`config.mk`:
```
export PLATFORM = sky130hd
export DESIGN_NAME = tlb_op_ctrl
export DESIGN_NICKNAME = d
export VERILOG_FILES = /design/src/rtl/tlb_op_ctrl.sv
export SDC_FILE = /design/constraint.sdc
export NUM_CORES = 1
export LEC_CHECK = 0
export BUFFER_PORTS_ARGS = -buffer_cell sky130_fd_sc_hd__buf_2
export CORE_AREA = 2 2 217 219
export CTS_CLUSTER_DIAMETER = 120
export DETAILED_ROUTE_END_ITERATION = 7
export DIE_AREA = 0 0 219 221
export GPL_TIMING_DRIVEN = 0
export PLACE_DENSITY_LB_ADDON = 0.15
export SYNTH_ARGS = -nofsm -noshare
export SYNTH_HDL_FRONTEND = slang
export SYNTH_SLANG_ARGS = --single-unit
```
`constraint.sdc`:
```
create_clock -name clk -period 4.2 [get_ports clk]
set_input_delay 0 -clock clk [delete_from_list [all_inputs] [get_ports clk]]
set_output_delay 0 -clock clk [all_outputs]
set_load 0.02 [all_outputs]
```
`src/rtl/tlb_op_ctrl.sv`:
```
// Sequencer for the TLBP/TLBR/TLBWI/TLBWR maintenance instructions between CP0 and the MMU.
// It also owns the CP0 Random register, which TLBWR uses to pick its victim entry.
module tlb_op_ctrl #(
    parameter int TLB_ENTRIES = 16,
    parameter int IDX_W       = $clog2(TLB_ENTRIES)
) (
    input  logic             clk,
    input  logic             reset,
    input  logic             op_valid,
    input  logic [1:0]       op_type,
    output logic             op_ready,
    output logic             op_done,
    input  logic             flush,
    input  logic [31:0]      cp0_entry_hi,
    input  logic [31:0]      cp0_entry_lo0,
    input  logic [31:0]      cp0_entry_lo1,
    input  logic [31:0]      cp0_index,
    input  logic [31:0]      cp0_wired,
    input  logic             wired_we,
    output logic [31:0]      random,
    output logic [IDX_W-1:0] tlbrw_index,
    output logic             tlbrw_we,
    output logic [77:0]      tlbrw_wdata,
    input  logic [77:0]      tlbrw_rdata,
    output logic [31:0]      tlbp_entry_hi,
    input  logic [31:0]      tlbp_index,
    output logic             wb_index_we,
    output logic [31:0]      wb_index,
    output logic             wb_entry_we,
    output logic [31:0]      wb_entry_hi,
    output logic [31:0]      wb_entry_lo0,
    output logic [31:0]      wb_entry_lo1,
    output logic             tlb_changed
);
    typedef enum logic [2:0] {S_IDLE, S_LOOKUP, S_CAPTURE, S_WRITE, S_DONE} state_t;

    localparam logic [1:0]       OP_TLBP  = 2'd0;
    localparam logic [1:0]       OP_TLBR  = 2'd1;
    localparam logic [1:0]       OP_TLBWR = 2'd3;
    localparam logic [IDX_W-1:0] IDX_MAX  = IDX_W'(TLB_ENTRIES - 1);

    state_t           r_state, w_next;
    logic [1:0]       r_op;
    logic [31:0]      r_hi;
    logic [25:0]      r_lo0, r_lo1;
    logic [IDX_W-1:0] r_idx;
    logic [IDX_W-1:0] r_random, w_random_next;
    logic [77:0]      r_rdata;
    logic [31:0]      r_probe;
    logic             w_accept;
    logic             w_is_read;
    logic             w_unused;

    assign op_ready  = (r_state == S_IDLE) && !reset;
    assign w_accept  = op_valid && op_ready && !flush;
    assign w_is_read = (op_type == OP_TLBP) || (op_type == OP_TLBR);

    // NOTE: clocked state uses non-blocking assignments so every register samples pre-edge values.
    always_ff @(posedge clk) begin
        if (reset) r_state <= S_IDLE;
        else       r_state <= w_next;
    end

    // NOTE: every output of this block is defaulted first so no path leaves a latch behind.
    always_comb begin
        w_next      = r_state;
        op_done     = 1'b0;
        tlbrw_we    = 1'b0;
        wb_index_we = 1'b0;
        wb_entry_we = 1'b0;
        tlb_changed = 1'b0;
        case (r_state)
            S_IDLE:    if (w_accept) w_next = w_is_read ? S_LOOKUP : S_WRITE;
            S_LOOKUP:  w_next = flush ? S_IDLE : S_CAPTURE;
            S_CAPTURE: w_next = flush ? S_IDLE : S_DONE;
            S_WRITE: begin
                tlbrw_we = !flush && !reset;
                w_next   = flush ? S_IDLE : S_DONE;
            end
            S_DONE: begin
                op_done     = 1'b1;
                wb_index_we = (r_op == OP_TLBP);
                wb_entry_we = (r_op == OP_TLBR);
                tlb_changed = r_op[1];
                w_next      = S_IDLE;
            end
            default:   w_next = S_IDLE;
        endcase
    end

    // Operands are frozen at accept; TLBWR takes its victim from Random as it stood then.
    always_ff @(posedge clk) begin
        if (reset) begin
            r_op  <= '0;
            r_hi  <= '0;
            r_lo0 <= '0;
            r_lo1 <= '0;
            r_idx <= '0;
        end else if (w_accept) begin
            r_op  <= op_type;
            r_hi  <= cp0_entry_hi;
            r_lo0 <= cp0_entry_lo0[25:0];
            r_lo1 <= cp0_entry_lo1[25:0];
            r_idx <= (op_type == OP_TLBWR) ? r_random : cp0_index[IDX_W-1:0];
        end
    end

    always_ff @(posedge clk) begin
        if (reset) begin
            r_rdata <= '0;
            r_probe <= '0;
        end else if (r_state == S_CAPTURE && !flush) begin
            if (r_op == OP_TLBP) r_probe <= tlbp_index;
            else                 r_rdata <= tlbrw_rdata;
        end
    end

    always_comb begin
        w_random_next = r_random - IDX_W'(1);
        if (wired_we || cp0_wired >= 32'(TLB_ENTRIES) || random == cp0_wired)
            w_random_next = IDX_MAX;
    end

    always_ff @(posedge clk) begin
        if (reset) r_random <= IDX_MAX;
        else       r_random <= w_random_next;
    end

    assign random        = 32'(r_random);
    assign tlbrw_index   = r_idx;
    assign tlbp_entry_hi = r_hi;
    assign tlbrw_wdata   = {r_hi[31:13], r_hi[7:0], r_lo0[0] & r_lo1[0], r_lo0[25:1], r_lo1[25:1]};

    // Only one G bit is stored, so it is replicated into both EntryLo writebacks.
    assign wb_index      = r_probe;
    assign wb_entry_hi   = {r_rdata[77:59], 5'b0, r_rdata[58:51]};
    assign wb_entry_lo0  = {6'b0, r_rdata[49:25], r_rdata[50]};
    assign wb_entry_lo1  = {6'b0, r_rdata[24:0], r_rdata[50]};

    assign w_unused = &{1'b0, cp0_index, cp0_entry_lo0[31:26], cp0_entry_lo1[31:26]};
endmodule

```
Word-level counts from Yosys, hierarchy flattened
Cells that the tools add are included.
- output and inout port bits: 280
- word-level logic and storage cells: 50
- input bits: 277
- register bits: 207
- equality and inequality tests: 9
- reductions and logical operators: 17
- order comparisons: 1
- muxes and demuxes: 11
- $add $sub $neg: 1
- bitwise operators: 2
- operators by type and width (cell ; number):
    $eq 4x32->1 ; 1
    $ge 32x5->1 const B ; 1
    $pmux 3 s3 ; 1
    $eq 3x2->1 const B ; 2
    $mux 3 ; 2
    $logic_and 1x1->1 ; 5
    $mux 1 ; 5
    $eq 2x1->1 const B ; 2
    $logic_not 2->1 ; 2
    $mux 2 ; 2
    $mux 4 ; 1
    $reduce_and 2->1 ; 2
    $reduce_or 2->1 ; 2
    $sub 4x1->4 const B ; 1
    $eq 3x1->1 const B ; 1
    $eq 3x3->1 const B ; 1
    $logic_not 3->1 ; 1
    $logic_or 1x1->1 ; 3
    $eq 2x2->1 const B ; 1
    $logic_not 1->1 ; 2
    $ne 2x2->1 const B ; 1
    $and 1x1->1 ; 1
    $not 1->1 ; 1

Depth between registers and ports, before layout
Gate-level depths: netlist of run 1.
- depth after elaboration: 6
- gate-level depth with buffers: 7

Worst setup path before layout of run 1
Ideal clock, no wire load.
- path type: register to register
- start: register r_state[2]
- end: register r_rdata[55]
- buffers on the path: 2
- setup time: 0.070 ns
- setup slack: 2.672 ns
- arrival time: 1.457 ns
- cell stages (with the launch flop): 7
- required time: 4.130 ns
- cells stage by stage: dfxtp_1 -> or4b_4 -> nor2_4 -> buf_4 -> buf_6 -> nand2_1 -> a21oi_1
- cells in the longest elaborated chain, start to end: 3
- ends and longest elaborated chain (what ; RTL line ; text):
    from (decl) ; 42 ; state_t r_state, w_next;
    from (signal assigned) ; 61 ; else r_state <= w_next;
    $eq 3x2->1 ; 112 ; end else if (r_state == S_CAPTURE && !flush) begin
    $logic_and 1x1->1 ; 112 ;
    $reduce_and 2->1 (no source line) ; - ;
    to (signal assigned) ; 114 ; else r_rdata <= tlbrw_rdata;
    to (decl) ; 48 ; logic [77:0] r_rdata;
Every way passes these cells.
A chain may end at the register's enable or synchronous reset.

Final worst setup path of run 1
- start: register r_state[2]
- end: register r_idx[3] (netlist: tlbrw_index[3])
- cells in the longest elaborated chain, start to end: 4
- ends and longest elaborated chain (what ; RTL line ; text):
    $logic_not 3->1 ; 54 ; assign op_ready = (r_state == S_IDLE) && !reset;
    $logic_and 1x1->1 ; 54 ;
    $logic_and 1x1->1 (2 in series) ; 55 ; assign w_accept = op_valid && op_ready && !flush;
    to (signal assigned) ; 104 ; r_idx <= (op_type == OP_TLBWR) ? r_random : cp0_index[IDX_W-1:0];
    to (decl) ; 46 ; logic [IDX_W-1:0] r_idx;
Every way passes these cells.

==> results of run 1 <==
## cell usage in the layout (no fill, tap or decap)
cell	instances
nand4_1	6
conb_1	45
xnor2_1	6
nor2_1	7
a311oi_1	4
nor3_1	3
clkbuf_1	51
nor4b_1	1
clkinv_2	5
buf_1	1
nor4_1	9
buf_2	486
buf_6	2
ha_1	1
dlygate4sd3_1	221
inv_1	4
nand3_1	5
nand3b_1	86
nor3b_1	2
clkbuf_16	27
diode_2	1
nand2_1	399
bufinv_16	1
and4_1	1
o21ai_1	1
nor2_4	1
nor3_4	1
dfxtp_1	207
a21oi_1	112
or4b_4	1
clkbuf_8	8
buf_4	124
and2_1	2
and3_1	2
clkinvlp_4	1
## power breakdown
part | total [mW] | switching [mW] | internal, mW
logic | 0.728 | 0.350 | 0.379
clock network | 2.26 | 0.890 | 1.37
registers | 2.06 | 0.0371 | 2.02
total | 5.05 | 1.28 | 3.77
## timing repair
action | 4_1_cts | 5_1_grt
hold endpoints to repair | 206 | 0
hold buffers | 221 | 0
buffers inserted | 0 | 0
resized for setup | 0 | 0
## critical path: cells and delay by family (launching register included)
kind | cells | cell delay, ns
AND/OR/NAND/NOR | 2 | 0.84
flip-flops | 1 | 0.35
buffers and inverters | 3 | 1.27
AO/OA/AOI/OAI | 1 | 0.16
## through the flow
stage	power [mW]	cell area [sq um]	cells
2_1_floorplan	2.42	8600	1093
3_3_place_gp	2.67	11700	2171
3_5_place_dp	2.67	11700	2171
4_1_cts	5.14	14800	2440
5_1_grt	5.28	14800	2441
6_report	5.05	14800	2441
## cell usage after synthesis (3+ instances only)
cell,number
nor4_1,9
nand2_1,399
nand4_1,6
dfxtp_1,207
nor3_1,3
xnor2_1,6
buf_4,124
nand3_1,5
a21oi_1,112
nand3b_1,86
inv_1,4
buf_2,15
nor2_1,7
clkbuf_1,45
a311oi_1,4
## cells by family (layout without fill, tap and decap cells)
logic type | after synthesis | after routing
other | 1 | 46
AOI/OAI and AO/OA | 117 | 117
DFF | 207 | 207
adders and majority gates | 1 | 1
xor gates and xnor gates | 6 | 6
and+or+nand+nor | 526 | 526
buffers and inverters | 191 | 931
## worst paths after layout
path / slack (ns) / endpoint / depth (start not counted) / from
worst max-delay path: 1.45 / tlbrw_index[3]$_SDFFE_PP0P_ / 6 / r_state[2]$_SDFFE_PP0P_
worst min-delay path: 0.02 / r_state[2]$_SDFFE_PP0P_ / 3 / reset
worst max register to register: 1.45 / tlbrw_index[3]$_SDFFE_PP0P_ / 6 / r_state[2]$_SDFFE_PP0P_
worst min register to register: 0.45 / r_rdata[5]$_SDFFE_PP0P_ / 2 / r_rdata[5]$_SDFFE_PP0P_
## state kept, by name, indices dropped and copies added, names as in the netlist
signal / count
r_rdata: 78
tlbp_entry_hi: 32
wb_index: 32
r_lo0: 26
r_lo1: 26
r_random: 4
tlbrw_index: 4
r_state: 3
r_op: 2
## layout make-up
| class | count | share of cell area, % |
|---|---|---|
| clock buffers | 41 | 5.46 |
| well taps | 607 | 5.13 |
| plain buffers | 187 | 8.12 |
| repair buffers | 692 | 30.9 |
| clock inverters | 7 | 0.423 |
| flip-flops and latches | 207 | 28.0 |
| diodes | 1 | 0.0169 |
| multi-input cells | 695 | 21.9 |
| inverters | 4 | 0.101 |
## per-layer routing
metal	vias up	global-route usage [%]	share of wire (%)
met5	-	0	0.036
met4	2	4.60	2.6
met3	55	3.40	7.6
met2	345	25.1	49
met1	4299	16.7	41
li1	4750	-	-
==> summary.md, run 1 <==
| Metric | Value |
|---|---|
| Total vias in the final route | `9451` |
| First-pass GRT wire length | `53800 um` |
| Post-synthesis register bit count | `207` |
| Clock Skews | `0.00907 ns` |
| Period utilisation layout | `65.4%` |
| Synth async-reset ratio | `0%` |
| Area share of the largest cell type after synthesis | `49.1%` |
| Ratio of total power to cell area | `341 nW/um^2` |
| Pleak | `7.31 nW` |
| Detail-routed net length per standard cell | `14.8 um` |
| Critical Path RT | `4.62 ns` |
| Largest net degree at the start of global routing | `13` |
| Nature of the critical path startpoint | `flop` |
| Count of warnings emitted by yosys | `0` |
| Clk slew on worst S/H paths | `0.06 ns` |
| EDFF count, synth | `0` |
| Post-detailed-route via-to-cell ratio | `3.87` |
| Die Outline Area | `48400 sq um` |
| Largest fanout on the critical path | `10` |
| Worst voltage drop across the vdd grid | `0.226 mV` |
| Synth Area per Inst | `8.04 sq um` |
| Run status | `completed` |
| Min-Delay Path Class | `input pin to flop` |
| Placed wire-length estimate | `27500 um` |
| Data arrival time of the worst path | `3.17 ns` |
| Total Negative Setup Slacks | `0 ns` |
| Mux cell area share after synthesis | `0%` |
| Number of max-cap violations | `0` |
| Post-synthesis cell area | `8430 sq um` |
| Standard cell with the maximum stage delay on the critical path | `dlygate4sd3_1` |
| Adder-cell share of the synthesized area | `0.148%` |
| Relative max-transition margin | `31.8%` |
| Register area share after synthesis | `49.1%` |
| Kind of end point of the critical path | `flop` |
| Via count of the first global-routing pass | `9457` |
| Die width | `219 um` |
| Number of levels in the clock H-tree | `1` |
| Standard-cell rows | `79` |
| Worst setup timing slack at the placement stage | `1.63 ns` |
| # DRC | `0` |
| Clock latency of the later-clocked register in the worst-skew pair | `0.54 ns` |
| Filler Cell Count | `5046` |
| Die height | `221 um` |
| Count of clock tree sinks | `207` |
| Setup ws final | `1.45 ns` |
| Largest family of logic cells by synthesized area | `simple AND/OR/NAND/NOR gates` |
| Sequence of cells on the critical path | `nor3_1 > nand3_1 > inv_1 > clkbuf_1 > a311oi_1 > dlygate4sd3_1` |
| Num CTS Buffers | `26` |
| Fraction of the mapped netlist area in simple logic gates | `28.5%` |
| Netlist cell types | `28` |
| Top FF cell, synth | `dfxtp_1` |
| Xor and xnor area share after synthesis | `0.623%` |
| Area occupied by multi-input gates | `3240 sq um` |
| Clock Root Buffer | `clkbuf_16` |
| Buffers from clock root to sink, at most | `3` |
| Utilization after layout | `32.1%` |
| Synthesized instance count | `1049` |
| Violation count after the first detailed-routing iteration | `302` |
| Routed Wire Length | `36100 um` |
| Maximum clock frequency | `364 MHz` |
| Synth top area cells | `dfxtp_1, nand2_1, buf_4` |
| Compound-gate portion of the synthesized area | `7.12%` |
| Max Slew Vio Count | `0` |
| Worst-Margin Slew | `1.01 ns` |
| Final setup violating endpoints | `0` |
| Worst hold slack after final layout | `0.0190 ns` |
| Initial standard-cell utilization of the core | `18.3%` |
| Synthesis-to-layout area growth | `75.5%` |
| Critical path class | `flop to flop` |
| Register area | `4140 sq um` |
| Largest stage delay on the critical path | `0.59 ns` |
| Core Box Area | `46100 sq um` |
| TritonCTS clock tree | `done` |
| Final worst path period need | `2.75 ns` |
| Number of detailed-route iterations in the first pass | `6` |
| Initial antenna violation count | `2` |
| Detail Route Antenna Nets | `0` |
| Unrepaired setup endpoints after global routing | `no` |
| Total grt overflow | `0` |
| Final hold vios | `0` |
| Top-level I/O count | `557` |
| Final weighted congestion of routability-driven global placement | `0.800` |
| Share of cells above drive strength 1 | `35.8%` |
| Cell type with the highest aggregate area in the netlist | `dfxtp_1` |
| Number of port buffers | `471` |
| Global routing usage summed across all routing layers | `14.2%` |
| Final layout net count | `2091` |
(Power assumes the default switching activity.)
==> inputs of run 2 (changes only) <==
CORE_AREA = 2 2 216 218   (was 2 2 217 219)
DIE_AREA = 0 0 218 220   (was 0 0 219 221)
clock period = 2.4 ns   (was 4.2 ns; I/O delays follow)
==> summary.md, run 2 (synthesis gave the netlist of run 1 again) <==
| Metric | Value |
|---|---|
| Run status | `completed` |
| Critical path class | `flop to flop` |
| # DRC | `0` |
| Final worst path period need | `2.14 ns` |
| Worst-Margin Slew | `1.01 ns` |
| Unrepaired setup endpoints after global routing | `no` |
| Standard cell with the maximum stage delay on the critical path | `dfxtp_1` |
| Period utilisation layout | `89.3%` |
| Detail Route Antenna Nets | `0` |
| Final setup violating endpoints | `0` |
| Max Slew Vio Count | `0` |
| Number of flip-flops under the largest register name | `78` |
| Maximum clock frequency | `467 MHz` |
| Relative max-transition margin | `32.8%` |
| Clock Root Buffer | `clkbuf_16` |
| Kind of end point of the critical path | `flop` |
| Relative contribution of the clock network to total power | `44.4%` |
| Global routing usage summed across all routing layers | `13.7%` |
| Largest net degree at the start of global routing | `13` |
| Endpoint, Worst Hold | `tlbp_entry_hi[9]$_SDFFE_PP0P_` |
| Detail-routed net length per standard cell | `14.4 um` |
| Utilization after layout | `32.1%` |
| Combinational power share | `14.4%` |
| Hold path cells | `4` |
| Initial antenna violation count | `1` |
| R2R Path End | `tlbp_entry_hi[17]$_SDFFE_PP0P_` |
| Clk slew on worst S/H paths | `0.06 ns` |
| Nature of the critical path startpoint | `flop` |
| Critical Path RT | `2.87 ns` |
| Placed wire-length estimate | `26500 um` |
| Final weighted congestion of routability-driven global placement | `0.798` |
| Sequence of cells on the critical path | `nor3_1 > nand3_1 > inv_1 > buf_2 > buf_2 > nand2_1 > nand2_1` |
| Standard-cell rows | `79` |
| Clock latency of the later-clocked register in the worst-skew pair | `0.53 ns` |
| Worst voltage drop across the vdd grid | `0.467 mV` |
| Post-detailed-route via-to-cell ratio | `3.85` |
| R2R setup slack | `0.26 ns` |
| Final hold vios | `0` |
| Ratio of total power to cell area | `593 nW/um^2` |
| Worst Reg-to-Reg Cells | `7` |
| First-pass GRT wire length | `51300 um` |
| Switching pwr | `2.19 mW` |
| Die Outline Area | `48000 sq um` |
| Pleak | `7.27 nW` |
| Crit path max-delay family | `simple AND/OR/NAND/NOR gates` |
| Commonest cells after routing, fill and taps aside | `buf_2, nand2_1, dlygate4sd3_1, dfxtp_1, buf_4` |
| Largest fanout on the critical path | `10` |
| Die width | `218 um` |
| Synthesis-to-layout area growth | `74.7%` |
| Bufs and invs on worst path | `3` |
| Total vias in the final route | `9364` |
| TritonCTS clock tree | `done` |
| Number of max-cap violations | `0` |
| Min-Delay Path Class | `input pin to flop` |
| Post-layout instance area | `14700 sq um` |
| Violation count after the first detailed-routing iteration | `267` |
| Buffers from clock root to sink, at most | `3` |
| Top-level I/O count | `557` |
| Core Box Area | `45900 sq um` |
| Routed Wire Length | `35100 um` |
| Number of levels in the clock H-tree | `1` |
| Number of post-CTS setup repair buffers | `0` |
| Initial standard-cell utilization of the core | `18.4%` |
| Worst min-delay path startpoint | `cp0_entry_hi[9]` |
| Via count of the first global-routing pass | `9098` |
| Internal power summed over all cells | `6.55 mW` |
| Largest stage delay on the critical path | `0.36 ns` |
| Final layout net count | `2087` |
| Number of port buffers | `471` |
| Post-detailed-placement cell area | `11700 sq um` |
| Share of cells above drive strength 1 | `36.0%` |
| Number of detailed-route iterations in the first pass | `4` |
| Clock Skews | `0.0195 ns` |
| Fraction of power spent switching nets | `25.0%` |
| Largest reg by FF count | `r_rdata` |
| Total grt overflow | `0` |
| Count of clock tree sinks | `207` |
| Fraction of power consumed by sequential logic | `41.2%` |
| Num CTS Buffers | `27` |
| Data arrival time of the worst path | `2.62 ns` |
| Most common library cell in the layout ignoring fill and taps | `buf_2` |
| Die height | `220 um` |
| Beginning of the worst register-to-register path | `r_state[2]$_SDFFE_PP0P_` |
| Worst hold slack after final layout | `0.177 ns` |
run 2: area by class of cell:
cell class	count	area, sq um
diodes	1	2.50
inverters	4	15.0
plain buffers	187	1200
flip-flops and latches	207	4140
well taps	607	759
clock inverters	4	45.0
multi-input cells	695	3250
fillers	5051	31100
repair buffers	687	4520
clock buffers	40	795
run 2: per-stage QoR:
step / cells / power (mW) / TNS [ns] / worst slack (ns)
after CTS: 2431 / 8.91 / 0 / 0.0947
final: 2432 / 8.74 / 0 / 0.257
after global routing: 2431 / 9.16 / 0 / 0.00794
after detailed placement: 2171 / 4.66 / -2.36 / -0.166
after global placement: 2171 / 4.66 / -1.18 / -0.0883
after floorplan: 1093 / 4.23 / 0 / 0.872
run 2: worst max path at each step:
stage                                                end  cells after the start  slack [ns]                    start
final                     tlbp_entry_hi[17]$_SDFFE_PP0P_                      7        0.26  r_state[2]$_SDFFE_PP0P_
after global routing       tlbp_entry_hi[1]$_SDFFE_PP0P_                      7       0.008  r_state[2]$_SDFFE_PP0P_
after CTS                       r_rdata[55]$_SDFFE_PP0P_                      6        0.09     r_op[1]$_SDFFE_PP0P_
after detailed placement        r_rdata[63]$_SDFFE_PP0P_                      6       -0.17     r_op[1]$_SDFFE_PP0P_
after global placement          r_rdata[60]$_SDFFE_PP0P_                      6       -0.09     r_op[1]$_SDFFE_PP0P_
after floorplan                 r_rdata[55]$_SDFFE_PP0P_                      6        0.87  r_state[2]$_SDFFE_PP0P_
run 2: per-layer routing:
metal  share of wire [%]  global-route usage, %
met5                   0                      0
met2                  49                   24.6
met4                 2.0                   3.88
met3                 8.1                   3.71
met1                  41                   15.8
run 2: power groups by stage:
stage / clock [mW] / sequential, mW / combinational (mW)
2_1_floorplan: 0 / 3.71 / 0.513
3_3_place_gp: 0 / 3.67 / 0.992
3_5_place_dp: 0 / 3.67 / 0.991
4_1_cts: 4.04 / 3.60 / 1.27
5_1_grt: 4.18 / 3.61 / 1.36
6_report: 3.88 / 3.60 / 1.26
run 2: what timing repair did:
action	4_1_cts	5_1_grt
hold endpoints to repair	206	0
gates resized for setup	1	6
hold buffers	216	0
setup endpoints to repair	20	22
run 2: worst min-delay path, delay by kind of cell:
| family | cells | cell delay (ns) |
|---|---|---|
| buffers and inverters | 2 | 0.60 |
| and+or+nand+nor | 2 | 0.08 |
==> inputs of run 3 (changes only) <==
REMOVE_ABC_BUFFERS = 1   (was default)
SKIP_LAST_GASP = 1   (was default)
==> summary.md, run 3 (synthesis gave the netlist of run 1 again) <==
| Metric | Value |
|---|---|
| Final std cells w/o fill | `2255` |
| Top-level I/O count | `557` |
| Post-detailed-placement cell area | `10700 sq um` |
| Pleak | `6.56 nW` |
| Number of levels in the clock H-tree | `1` |
| Most common library cell in the layout ignoring fill and taps | `buf_2` |
| Commonest cells after routing, fill and taps aside | `buf_2, nand2_1, dlygate4sd3_1, dfxtp_1, a21oi_1` |
| Final hold vios | `0` |
| Routed Wire Length | `31200 um` |
| Clk slew on worst S/H paths | `0.06 ns` |
| Largest fanout on the critical path | `77` |
| Share of cells above drive strength 1 | `32.3%` |
| Number of flip-flops under the largest register name | `78` |
| First-pass GRT wire length | `46300 um` |
| Worst Reg-to-Reg Cells | `7` |
| Violation count after the first detailed-routing iteration | `295` |
| Final layout net count | `1906` |
| Endpoint, Worst Hold | `r_lo1[16]$_SDFFE_PP0P_` |
| Total grt overflow | `0` |
| Period utilisation layout | `96.5%` |
| Synthesis-to-layout area growth | `63.6%` |
| Detail-routed net length per standard cell | `13.8 um` |
| Largest stage delay on the critical path | `0.37 ns` |
| Die width | `218 um` |
| Detail Route Antenna Nets | `0` |
| Final weighted congestion of routability-driven global placement | `0.739` |
| Post-detailed-route via-to-cell ratio | `3.85` |
| Via count of the first global-routing pass | `8409` |
| Run status | `completed` |
| Total Negative Setup Slacks | `0 ns` |
| Power consumption | `8.74 mW` |
| Die Outline Area | `48000 sq um` |
| Clock latency of the later-clocked register in the worst-skew pair | `0.53 ns` |
| Clock Skews | `0.00772 ns` |
| Nature of the critical path startpoint | `flop` |
| Total vias in the final route | `8676` |
| Buffers from clock root to sink, at most | `3` |
| Kind of end point of the critical path | `flop` |
| Clock Root Buffer | `clkbuf_16` |
| Standard cell with the maximum stage delay on the critical path | `dfxtp_1` |
| Core Box Area | `45900 sq um` |
| # DRC | `0` |
| Number of port buffers | `471` |
| Beginning of the worst register-to-register path | `r_state[0]$_SDFFE_PP0P_` |
| Min-Delay Path Class | `input pin to flop` |
| Die height | `220 um` |
| Placed Cells | `1991` |
| Worst min-delay path startpoint | `op_valid` |
| Largest net degree at the start of global routing | `107` |
| R2R Path End | `tlbp_entry_hi[13]$_SDFFE_PP0P_` |
| TritonCTS clock tree | `done` |
| Initial antenna violation count | `2` |
| Maximum clock frequency | `432 MHz` |
| Post-layout instance area | `13800 sq um` |
| Initial standard-cell utilization of the core | `18.4%` |
| Ratio of total power to cell area | `633 nW/um^2` |
| Hold path cells | `4` |
| Global routing usage summed across all routing layers | `12.1%` |
| Relative max-transition margin | `48.3%` |
| Number of max-cap violations | `0` |
| Final setup violating endpoints | `0` |
| Unrepaired setup endpoints after global routing | `yes` |
| Worst-Margin Slew | `0.772 ns` |
| Critical path class | `flop to flop` |
| Worst voltage drop across the vdd grid | `0.461 mV` |
| Standard-cell rows | `79` |
| Placed wire-length estimate | `21300 um` |
| Max Slew Vio Count | `0` |
| Count of clock tree sinks | `207` |
| Data arrival time of the worst path | `2.80 ns` |
| Final worst path period need | `2.32 ns` |
| Sequence of cells on the critical path | `nor2_2 > nand3_4 > buf_16 > inv_4 > buf_16 > nand2_1 > nand2_1` |
| Critical Path RT | `2.88 ns` |
| R2R setup slack | `0.08 ns` |
| Number of detailed-route iterations in the first pass | `4` |
| Num CTS Buffers | `26` |
| Largest reg by FF count | `r_rdata` |
-- run 3: cell count changes in the layout (fill, tap and decap cells not counted), sizes merged --
cell | previous run | this run
bufinv | 1 | 2
clkinvlp | 0 | 2
dlygate4sd3 | 216 | 213
nand3 | 5 | 6
clkinv | 3 | 2
clkbuf | 86 | 41
buf | 612 | 479
nor3 | 4 | 5
-- run 3: layout make-up --
type                       count  area (sq um)
fill                        4995         32100
timing repair buffer         692          4670
sequential                   207          4140
multi-input combinational    697          3310
clock buffer                  41           808
tap                          607           759
clock inverter                 6          85.1
inverter                       4          17.5
antenna                        1          2.50
-- run 3: repair_timing --
action                                 in CTS  in global routing
pin swaps                                   2                  2
buffers inserted                            0                  1
resized for setup                           4                  2
hold buffers                              213                  0
endpoints found under the hold margin     206                  0
setup endpoints to repair                 109                113
cloned                                      2                  0
-- run 3: stage by stage --
stage          worst slack (ns)  utilization (%)  hold WS [ns]
2_1_floorplan             -2.20                -        0.0691
3_3_place_gp              -8.26             22.9         0.183
3_5_place_dp             -0.239             23.4         0.187
4_1_cts                -0.00475             30.0        0.0150
5_1_grt                 -0.0578             30.1        0.0142
6_report                 0.0844             30.1       0.00722
-- run 3: report_power, final --
part | switching, mW | internal, mW
sequential | 0.0630 | 3.54
combinational | 0.557 | 0.530
clock | 1.54 | 2.51
total | 2.16 | 6.58
-- run 3: worst max-delay path by stage --
stage / startpoint / end / slack [ns] / cells after the start
6_report: r_state[0]$_SDFFE_PP0P_ / tlbp_entry_hi[13]$_SDFFE_PP0P_ / 0.08 / 7
5_1_grt: r_state[0]$_SDFFE_PP0P_ / tlbp_entry_hi[13]$_SDFFE_PP0P_ / -0.06 / 7
4_1_cts: r_state[2]$_SDFFE_PP0P_ / tlbp_entry_hi[13]$_SDFFE_PP0P_ / -0.005 / 7
3_5_place_dp: r_state[2]$_SDFFE_PP0P_ / tlbp_entry_hi[13]$_SDFFE_PP0P_ / -0.24 / 7
3_3_place_gp: reset / tlbp_entry_hi[13]$_SDFFE_PP0P_ / -8.26 / 6
2_1_floorplan: r_state[2]$_SDFFE_PP0P_ / tlbrw_index[0]$_SDFFE_PP0P_ / -2.20 / 5
-- run 3: critical path, delay by kind of cell (launching register included) --
| family | cells | cell delay [ns] |
|---|---|---|
| buf+inv | 3 | 0.86 |
| flops | 1 | 0.37 |
| simple gates | 4 | 0.89 |
-- run 3: routing by layer --
metal / vias to the layer above / GRT usage, % / part of all wire [%]
met5: - / 0 / 0.051
met4: 2 / 3.51 / 2.0
met3: 37 / 3.08 / 7.6
met2: 321 / 21.2 / 48
met1: 3941 / 14.5 / 42
li1: 4375 / - / -
